[src/rtl/prio_dec_pkg.sv]
// prio_dec_pkg: FSM states, default sizing and the one-hot helper shared by prio_idx_decoder_seq.
package prio_dec_pkg;
    typedef enum logic [1:0] {IDLE, DRIVE, GAP} state_t;
    localparam int DEF_IDX_W = 2;
    localparam int DEF_FIFO_DEPTH = 4;
    localparam int DEF_HOLD = 3;
    function automatic logic [31:0] onehot_of(input logic [4:0] idx);
        return 32'd1 << idx;
    endfunction
endpackage

[src/rtl/prio_idx_fifo.sv]
// prio_idx_fifo: pending-index FIFO with occupancy count; pointers wrap naturally (DEPTH is a power of two).
module prio_idx_fifo
    import prio_dec_pkg::*;
#(
    parameter int W = DEF_IDX_W,
    parameter int DEPTH = DEF_FIFO_DEPTH,
    localparam int AW = $clog2(DEPTH),
    localparam int CW = AW + 1
) (
    input  logic          clk,
    input  logic          rst_n,
    input  logic          push,
    input  logic          pop,
    input  logic [W-1:0]  wdata,
    output logic [W-1:0]  rdata,
    output logic [CW-1:0] cnt
);
    logic [W-1:0] mem [DEPTH];
    logic [AW-1:0] wr_ptr, rd_ptr;
    always_ff @(posedge clk or negedge rst_n)
        if (!rst_n) begin
            wr_ptr <= '0;
            rd_ptr <= '0;
            cnt <= '0;
        end else begin
            if (push) wr_ptr <= wr_ptr + AW'(1);
            if (pop) rd_ptr <= rd_ptr + AW'(1);
            cnt <= cnt + CW'(push) - CW'(pop);
        end
    always_ff @(posedge clk)
        if (push) mem[wr_ptr] <= wdata;
    assign rdata = mem[rd_ptr];
endmodule

[src/rtl/prio_idx_decoder_seq.sv]
// prio_idx_decoder_seq: replays buffered indices as one-hot grants held HOLD cycles each.
// Define PRIO_DEC_GAP_EN to insert one all-zero cycle between consecutive grants.
module prio_idx_decoder_seq
    import prio_dec_pkg::*;
#(
    parameter int IDX_W = DEF_IDX_W,
    parameter int FIFO_DEPTH = DEF_FIFO_DEPTH,
    parameter int HOLD = DEF_HOLD,
    localparam int NUM_OUT = 2 ** IDX_W,
    localparam int CW = $clog2(FIFO_DEPTH) + 1
) (
    input  logic               clk,
    input  logic               rst_n,
    input  logic               in_v,
    input  logic [IDX_W-1:0]   in_idx,
    output logic               in_rdy,
    output logic [NUM_OUT-1:0] out_onehot,
    output logic               out_v,
    output logic [CW-1:0]      fifo_cnt
);
    localparam int HW = HOLD > 1 ? $clog2(HOLD) : 1;
    state_t state, state_nx;
    logic [HW-1:0] hold_cnt, hold_nx;
    logic [NUM_OUT-1:0] onehot_nx, head_oh;
    logic [IDX_W-1:0] head;
    logic pop, can_load;
    assign in_rdy = fifo_cnt != CW'(FIFO_DEPTH);
    assign out_v = |out_onehot;
    assign head_oh = NUM_OUT'(onehot_of(5'(head)));
    prio_idx_fifo #(.W(IDX_W), .DEPTH(FIFO_DEPTH)) u_fifo (
        .clk(clk),
        .rst_n(rst_n),
        .push(in_v && in_rdy),
        .pop(pop),
        .wdata(in_idx),
        .rdata(head),
        .cnt(fifo_cnt)
    );
    // GAP behaves like IDLE on its way out so exactly one zero cycle separates grants
`ifdef PRIO_DEC_GAP_EN
    assign can_load = state == IDLE || state == GAP;
`else
    assign can_load = state == IDLE || (state == DRIVE && hold_cnt == '0);
`endif
    always_ff @(posedge clk or negedge rst_n)
        if (!rst_n) begin
            state <= IDLE;
            hold_cnt <= '0;
            out_onehot <= '0;
        end else begin
            state <= state_nx;
            hold_cnt <= hold_nx;
            out_onehot <= onehot_nx;
        end
    always_comb begin
        state_nx = state;
        hold_nx = hold_cnt;
        onehot_nx = '0;
        pop = 1'b0;
        if (state == DRIVE && hold_cnt != '0) begin
            hold_nx = hold_cnt - HW'(1);
            onehot_nx = out_onehot;
        end else if (can_load && fifo_cnt != '0) begin
            pop = 1'b1;
            onehot_nx = head_oh;
            hold_nx = HW'(HOLD - 1);
            state_nx = DRIVE;
        end else begin
`ifdef PRIO_DEC_GAP_EN
            state_nx = state == DRIVE ? GAP : IDLE;
`else
            state_nx = IDLE;
`endif
        end
    end
endmodule

[config.mk]
export PLATFORM = sky130hd
export DESIGN_NAME = prio_idx_decoder_seq
export DESIGN_NICKNAME = d
export VERILOG_FILES = /design/src/rtl/prio_dec_pkg.sv /design/src/rtl/prio_idx_fifo.sv /design/src/rtl/prio_idx_decoder_seq.sv
export SDC_FILE = /design/constraint.sdc
export NUM_CORES = 1
export LEC_CHECK = 0
export CAP_MARGIN = 5
export CORE_MARGIN = 5
export CORE_UTILIZATION = 45
export DETAILED_ROUTE_END_ITERATION = 7
export HOLD_SLACK_MARGIN = 0.1
export MAX_ROUTING_LAYER = met4
export PLACE_DENSITY = 0.7
export SETUP_SLACK_MARGIN = 0.5
export SYNTH_ARGS = -nofsm -noshare
export SYNTH_HDL_FRONTEND = slang
export SYNTH_SLANG_ARGS = --single-unit
[constraint.sdc]
create_clock -name clk -period 4.05 [get_ports clk]
set_input_delay 0.81 -clock clk [delete_from_list [all_inputs] [get_ports clk]]
set_output_delay 0.81 -clock clk [all_outputs]
set_load 0.02 [all_outputs]
## After elaboration in Yosys (flattened, before gate mapping)

Memory sizes are Yosys's and may differ from the RTL's.
Index checks and enable logic that the tools add are counted.

| storage, ports and cells | value |
|---|---|
| flip-flop bits (word level) | 15 |
| memory bits (writable) | 8 |
| output and inout bits | 9 |
| word-level logic and storage cells | 34 |
| memories | 1 |

Memories:

| name | words | bits a word | read ports | clocked after memory_dff | write ports | line | text |
|---|---|---|---|---|---|---|---|
| u_fifo.mem | 4 | 2 | 1 | 0 | 1 | prio_idx_fifo.sv:18 | `logic [W-1:0] mem [DEPTH];` |

| cells by class | value |
|---|---|
| add/sub/neg operators | 5 |
| eq/ne operators | 2 |
| shifts and indexed selects | 1 |
| mux-type cells | 8 |
| reductions and logical operators | 11 |

Operator list:

| kind | count |
|---|---|
| two-way mux 1 bit | 5 |
| adder 2 x 1 -> 2 bit (second input constant) | 2 |
| logical AND 1 bit | 4 |
| zero test 2 bit | 2 |
| two-way mux 2 bit | 2 |
| two-way mux 4 bit | 1 |
| nonzero test 2 bit | 2 |
| OR reduction 4 bit | 1 |
| << shifter 1 x 2 -> 4 bit (first input constant) | 1 |
| adder 3 x 1 -> 3 bit | 1 |
| inequality test 3 bit (second input constant) | 1 |
| nonzero test 3 bit | 1 |
| subtractor 3 x 1 -> 3 bit | 1 |
| equality test 2 x 1 -> 1 bit (second input constant) | 1 |
| subtractor 2 x 1 -> 2 bit (second input constant) | 1 |
| logical OR 1 bit | 1 |

## Logic depth before layout (Yosys ltp)

| logic depth | value |
|---|---|
| depth in word-level cells | 7 |
| depth in mapped cells | 11 |
| mapped depth without buffers | 10 |

## By module

Synthesis repeated with hierarchy kept, for this count alone.

| unflattened totals | value |
|---|---|
| cell total of the unflattened synthesis | 72 |
| area total of the unflattened synthesis | 1008.5 sq um |

Modules (own cells, without submodules):

| module | times used | cells an instance | area an instance (sq um) |
|---|---|---|---|
| prio_idx_fifo | 1 | 42 | 666.9 |
| prio_idx_decoder_seq | 1 | 30 | 341.6 |

## Worst setup path before layout

No wires, ideal clock.

| timing path | value |
|---|---|
| path kind | reg2reg |
| from | register u_fifo.cnt[1] |
| to | register u_fifo.cnt[2] |
| library setup time | 0.123 ns |
| arrival time | 2.150 ns |
| required time | 3.927 ns |
| setup slack | 1.777 ns |
| cell stages (with the launch flop) | 9 |
| cell sequence | dfrtp_1 -> nor3_1 -> nor2_2 -> ha_1 -> inv_1 -> ha_1 -> fa_1 -> xnor2_1 -> xnor2_1 |

| between the ends | value |
|---|---|
| cells in the longest elaborated chain, start to end | 5 |

RTL lines:

| item | line | text |
|---|---|---|
| start: declaration | prio_idx_fifo.sv:16 | `output logic [CW-1:0] cnt` |
| start signal: assignment | prio_idx_fifo.sv:28 | `cnt <= cnt + CW'(push) - CW'(pop);` |
| nonzero test 3 bit | prio_idx_decoder_seq.sv:63 | `end else if (can_load && fifo_cnt != '0) begin` |
| logical AND 1 bit | prio_idx_decoder_seq.sv:63 |  |
| two-way mux 1 bit | prio_idx_decoder_seq.sv:63 |  |
| two-way mux 1 bit | prio_idx_decoder_seq.sv:60 | `if (state == DRIVE && hold_cnt != '0) begin` |
| via pop | prio_idx_decoder_seq.sv:26 | `logic pop, can_load;` |
| subtractor 3 x 1 -> 3 bit | prio_idx_fifo.sv:28 |  |

The timed path passes the listed nets, and every way through them passes these cells.
A chain may end at the register's enable or synchronous reset.

## Worst setup path in the final report

| timing path | value |
|---|---|
| from | register hold_cnt[0] |
| to | register u_fifo.cnt[2] |

| between the ends | value |
|---|---|
| cells in the longest elaborated chain, start to end | 7 |

RTL lines:

| item | line | text |
|---|---|---|
| start: declaration | prio_idx_decoder_seq.sv:23 | `logic [HW-1:0] hold_cnt, hold_nx;` |
| start signal: assignment | prio_idx_decoder_seq.sv:52 | `hold_cnt <= hold_nx;` |
| zero test 2 bit | prio_idx_decoder_seq.sv:43 | `assign can_load = state == IDLE \|\| (state == DRIVE && hold_cnt == '0);` |
| logical AND 1 bit | prio_idx_decoder_seq.sv:43 |  |
| logical OR 1 bit | prio_idx_decoder_seq.sv:43 |  |
| logical AND 1 bit | prio_idx_decoder_seq.sv:63 |  |
| two-way mux 1 bit | prio_idx_decoder_seq.sv:63 |  |
| two-way mux 1 bit (*) | prio_idx_decoder_seq.sv:60 |  |
| via pop | prio_idx_decoder_seq.sv:26 |  |
| subtractor 3 x 1 -> 3 bit (*) | prio_idx_fifo.sv:28 |  |

The timed path passes the listed nets; every way through them passes the cells marked *.

==> impl_results.rst <==
.. list-table::
   :header-rows: 1

   * - Metric
     - Value
   * - Run status
     - complete, no violations
   * - Core region area
     - about 2200 sq um
   * - Tmin final
     - 2.58 ns
   * - Final setup violating endpoints
     - 0
   * - Sequential share of power
     - 41.1%
   * - Largest incremental delay on the critical path
     - about 0.46 ns
   * - Iter 0 DRT Violations
     - 5
   * - Area share of the largest cell type after synthesis
     - 35.1%
   * - DR WL/cell
     - 12.6 um
   * - Crit path buf inv count
     - 2
   * - Worst clock skew on the final layout
     - 0.00255 ns
   * - Total Neg Setup Slack
     - 0 ns
   * - Register-to-Register Path Depth
     - 10
   * - Startpoint-to-endpoint class of the critical path
     - reg -> reg
   * - CTS tree
     - done
   * - Maximum number of pins on one net before global-route repair
     - 15
   * - Startpoint of the lowest-slack hold path
     - hold_cnt[0]$_DFFE_PN0P_
   * - Setup repair after global routing missed its margin
     - false
   * - Area share of xor/xnor cells in the synthesized design
     - 4.39%
   * - Cell with the largest stage delay on the worst path
     - sky130_fd_sc_hd__nor2b_1
   * - Max Clock Freq
     - 388 MHz
   * - Bufs on Longest Clock Path
     - 2
   * - Non-Filler Cell Area, Final
     - roughly 1200 sq um
   * - Type of the worst min-delay path
     - reg -> reg
   * - Post-synthesis compound-gate area fraction
     - 5.27%
   * - Total CTS buffers
     - 3
   * - Cell accounting for the most synthesized area
     - sky130_fd_sc_hd__dfrtp_1
   * - Synth unique cells
     - 25
   * - H-tree depth
     - 1
   * - Die span in x
     - 57.1 um
   * - Total of cells resized after clock tree synthesis
     - 0
   * - Chip Height
     - 57.1 um
   * - Number of antenna cells inserted
     - 0
   * - Sequential-to-total area share from yosys stat
     - 59.2%
   * - Clock latency of the later-clocked register in the worst-skew pair
     - 0.29 ns
   * - Most common library cell in the layout ignoring fill and taps
     - sky130_fd_sc_hd__dfrtp_1
   * - Total via count after detailed routing
     - 567
   * - Top delay family on crit path
     - adder cells
   * - Leakage power
     - 0.512 nW
   * - Final period utilization
     - 63.6%
   * - Standard cell area after detailed placement
     - roughly 1200 sq um
   * - Area growth from synthesis to final layout
     - 18.8%
   * - Maximum capacitance violations
     - 0
   * - Number of cells on the worst hold path
     - 1
   * - Initial antenna violation count
     - 0
   * - Share of power burned in combinational logic
     - around half
   * - Critical path launch point type
     - register
   * - Flop and latch count out of synthesis
     - 22
   * - Port Buf Inserts
     - 13
   * - Number of setup buffers added after CTS
     - 0
   * - Fraction of final layout cells with drive strength greater than 1
     - 15.1%
   * - Hold Path End
     - hold_cnt[0]$_DFFE_PN0P_
   * - Fraction of power spent switching nets
     - a little under two fifths
   * - Number of global-route vias before repair
     - ~560
   * - Largest cells by area after synthesis
     - sky130_fd_sc_hd__dfrtp_1 35%, sky130_fd_sc_hd__edfxtp_1 24%, sky130_fd_sc_hd__ha_1 8.8%
   * - GRT Overall Usage
     - 10.7%
   * - Simple-gate share of the synthesized area
     - 10.2%
   * - Number of synthesis warnings
     - 0
   * - Async S/R FF share, synth
     - approximately 64%
   * - Total half-perimeter wirelength after legalization and detailed placement
     - 1200 um
   * - IR drop worst, VDD
     - 450 uV
   * - Count of flip-flops with a built-in enable after synthesis
     - 8
   * - Number of nets with antenna violations after routing
     - 0
   * - Number of hold-repair buffers added at the cts stage
     - 0
   * - Total congestion overflow after global routing
     - 0
   * - Power density of the placed cells
     - 775 nW/um^2
   * - CTS clk-pin slew, worst paths
     - ~0.11 ns
   * - Global-route wire length before repair
     - 2570 um
   * - Routed wire length
     - 1430 um
   * - Detailed-routing iteration count for the pre-antenna-repair pass
     - 4
   * - Worst reg2reg path endpoint
     - u_fifo.cnt[2]$_DFF_PN0_
   * - Most repeated library cell on the critical path
     - sky130_fd_sc_hd__ha_1
   * - Post-synthesis instance area
     - 997 sq um
   * - Launching point of the worst reg2reg path
     - hold_cnt[0]$_DFFE_PN0P_
   * - Root buffer cell
     - sky130_fd_sc_hd__clkbuf_4
   * - Portion of total power attributed to the clock network
     - 10.4%
   * - Setup WS pre-CTS
     - 1.24 ns
   * - Initial cell density of the core
     - 46.0%
   * - Final-report hold violation count
     - 0
   * - Leading cell types in the layout, fill and taps excluded
     - 14 x sky130_fd_sc_hd__dfrtp_1, 13 x sky130_fd_sc_hd__clkdlybuf4s50_1, 10 x sky130_fd_sc_hd__inv_1
   * - Critical path data arrival time
     - 2.80 ns
   * - Main combinational cell family by area after synthesis
     - adder cells
   * - Net switching component of the power
     - 340 uW
   * - Placer's final routability congestion estimate
     - 0.713
   * - Total DRC errors in the routed layout
     - 0
   * - Clock sinks
     - 22
   * - Primary FF master, synth
     - sky130_fd_sc_hd__dfrtp_1
   * - Share of synthesized cell area in full adder, half adder and majority cells
     - 10.8%
   * - Per-cell via count in the routed design
     - 4.97
   * - Worst-Margin Slew
     - 0.633 ns
   * - Kind of end point of the critical path
     - register
   * - Crit path cell chain
     - inv_1, ha_1, nor2b_1, nor2_2, ha_1, inv_1, ha_1, fa_1, xnor2_1, xnor2_1
   * - Int Pwr
     - approximately 580 uW
   * - R2r setup slk
     - 1.47 ns
   * - Crit Path Max Fanout
     - 8
   * - Final Worst Setup Slack
     - roughly 1.5 ns
   * - Max Transition Viols Final
     - 0
   * - Synth Instances
     - 70
   * - Total Die Area
     - 3260 sq um
   * - Number of top-level design ports
     - 14
   * - Row count
     - 17
   * - Fraction of synthesized area in multiplexers
     - 6.02%
   * - Syn_nets
     - between 80 and 90
   * - Worst slew margin
     - 57.5%
   * - Avg Inst Size Synth
     - between 10 and 15 sq um
   * - Final Net Count
     - 100
   * - Worst endpoint required time
     - 4.27 ns
[cell type report]
type / count / area, sq um
clock inverters: 1 / 3.75
flip-flops and latches: 22 / 591
multi-input cells: 37 / 365
repair buffers: 13 / 130
inverters: 10 / 37.5
clock buffers: 3 / 22.5
fillers: 202 / 985
well taps: 28 / 35.0
[kinds of logic after synthesis]
| logic type | count (synthesis) |
|---|---|
| DFF | 22 |
| and+or+nand+nor | 15 |
| buffers and inverters | 11 |
| adders and majority gates | 8 |
| AOI/OAI and AO/OA | 6 |
| xor gates and xnor gates | 5 |
| muxes | 3 |
[cell usage after synthesis (all sizes together), types with 2 or more instances]
cell    instances
xnor2           3
and3            4
mux4            2
dfrtp          14
ha              7
xor2            2
a32o            4
inv            10
edfxtp          8
nor2            2
[metrics by stage]
step	util, %	hold WS (ns)	std cells	power [mW]
after detailed placement	53.4	0.491	110	0.838
after global routing	54.6	0.544	114	1.01
after CTS	54.6	0.506	114	0.935
final	54.6	0.498	114	0.919
after global placement	53.4	0.479	110	0.820
after floorplan	-	0.458	70	0.688
[worst max-delay path by stage]
stage / from / to / slack, ns / cells after the start
6_report: hold_cnt[0]$_DFFE_PN0P_ / u_fifo.cnt[2]$_DFF_PN0_ / 1.47 / 10
3_5_place_dp: in_v / u_fifo.cnt[2]$_DFF_PN0_ / 1.24 / 9
5_1_grt: hold_cnt[0]$_DFFE_PN0P_ / u_fifo.cnt[2]$_DFF_PN0_ / 1.17 / 10
3_3_place_gp: in_v / u_fifo.cnt[2]$_DFF_PN0_ / 1.28 / 9
4_1_cts: hold_cnt[0]$_DFFE_PN0P_ / u_fifo.cnt[2]$_DFF_PN0_ / 1.45 / 10
2_1_floorplan: u_fifo.cnt[1]$_DFF_PN0_ / u_fifo.cnt[2]$_DFF_PN0_ / 1.78 / 8
[power groups by stage]
stage	sequential [mW]	clock [mW]	combinational [mW]
after floorplan	0.405	0	0.283
after global placement	0.382	0	0.438
after detailed placement	0.385	0	0.453
after CTS	0.380	0.100	0.454
after global routing	0.390	0.113	0.504
final	0.378	0.0955	0.446
[flip-flops by register name (all words and copies together) (netlist names)]
name	cells
u_fifo.mem	8
out_onehot	4
u_fifo.cnt	3
hold_cnt	2
u_fifo.rd_ptr	2
u_fifo.wr_ptr	2
state	1
[layer usage]
metal	track usage (%)	part of all wire (%)	vias to the layer above
li1	-	-	276
met1	12.4	43	276
met2	17.8	51	13
met3	2.26	5.2	2
met4	4.97	0.28	0
met5	-	0	-
No activity file was read; power rests on OpenSTA's default activity.
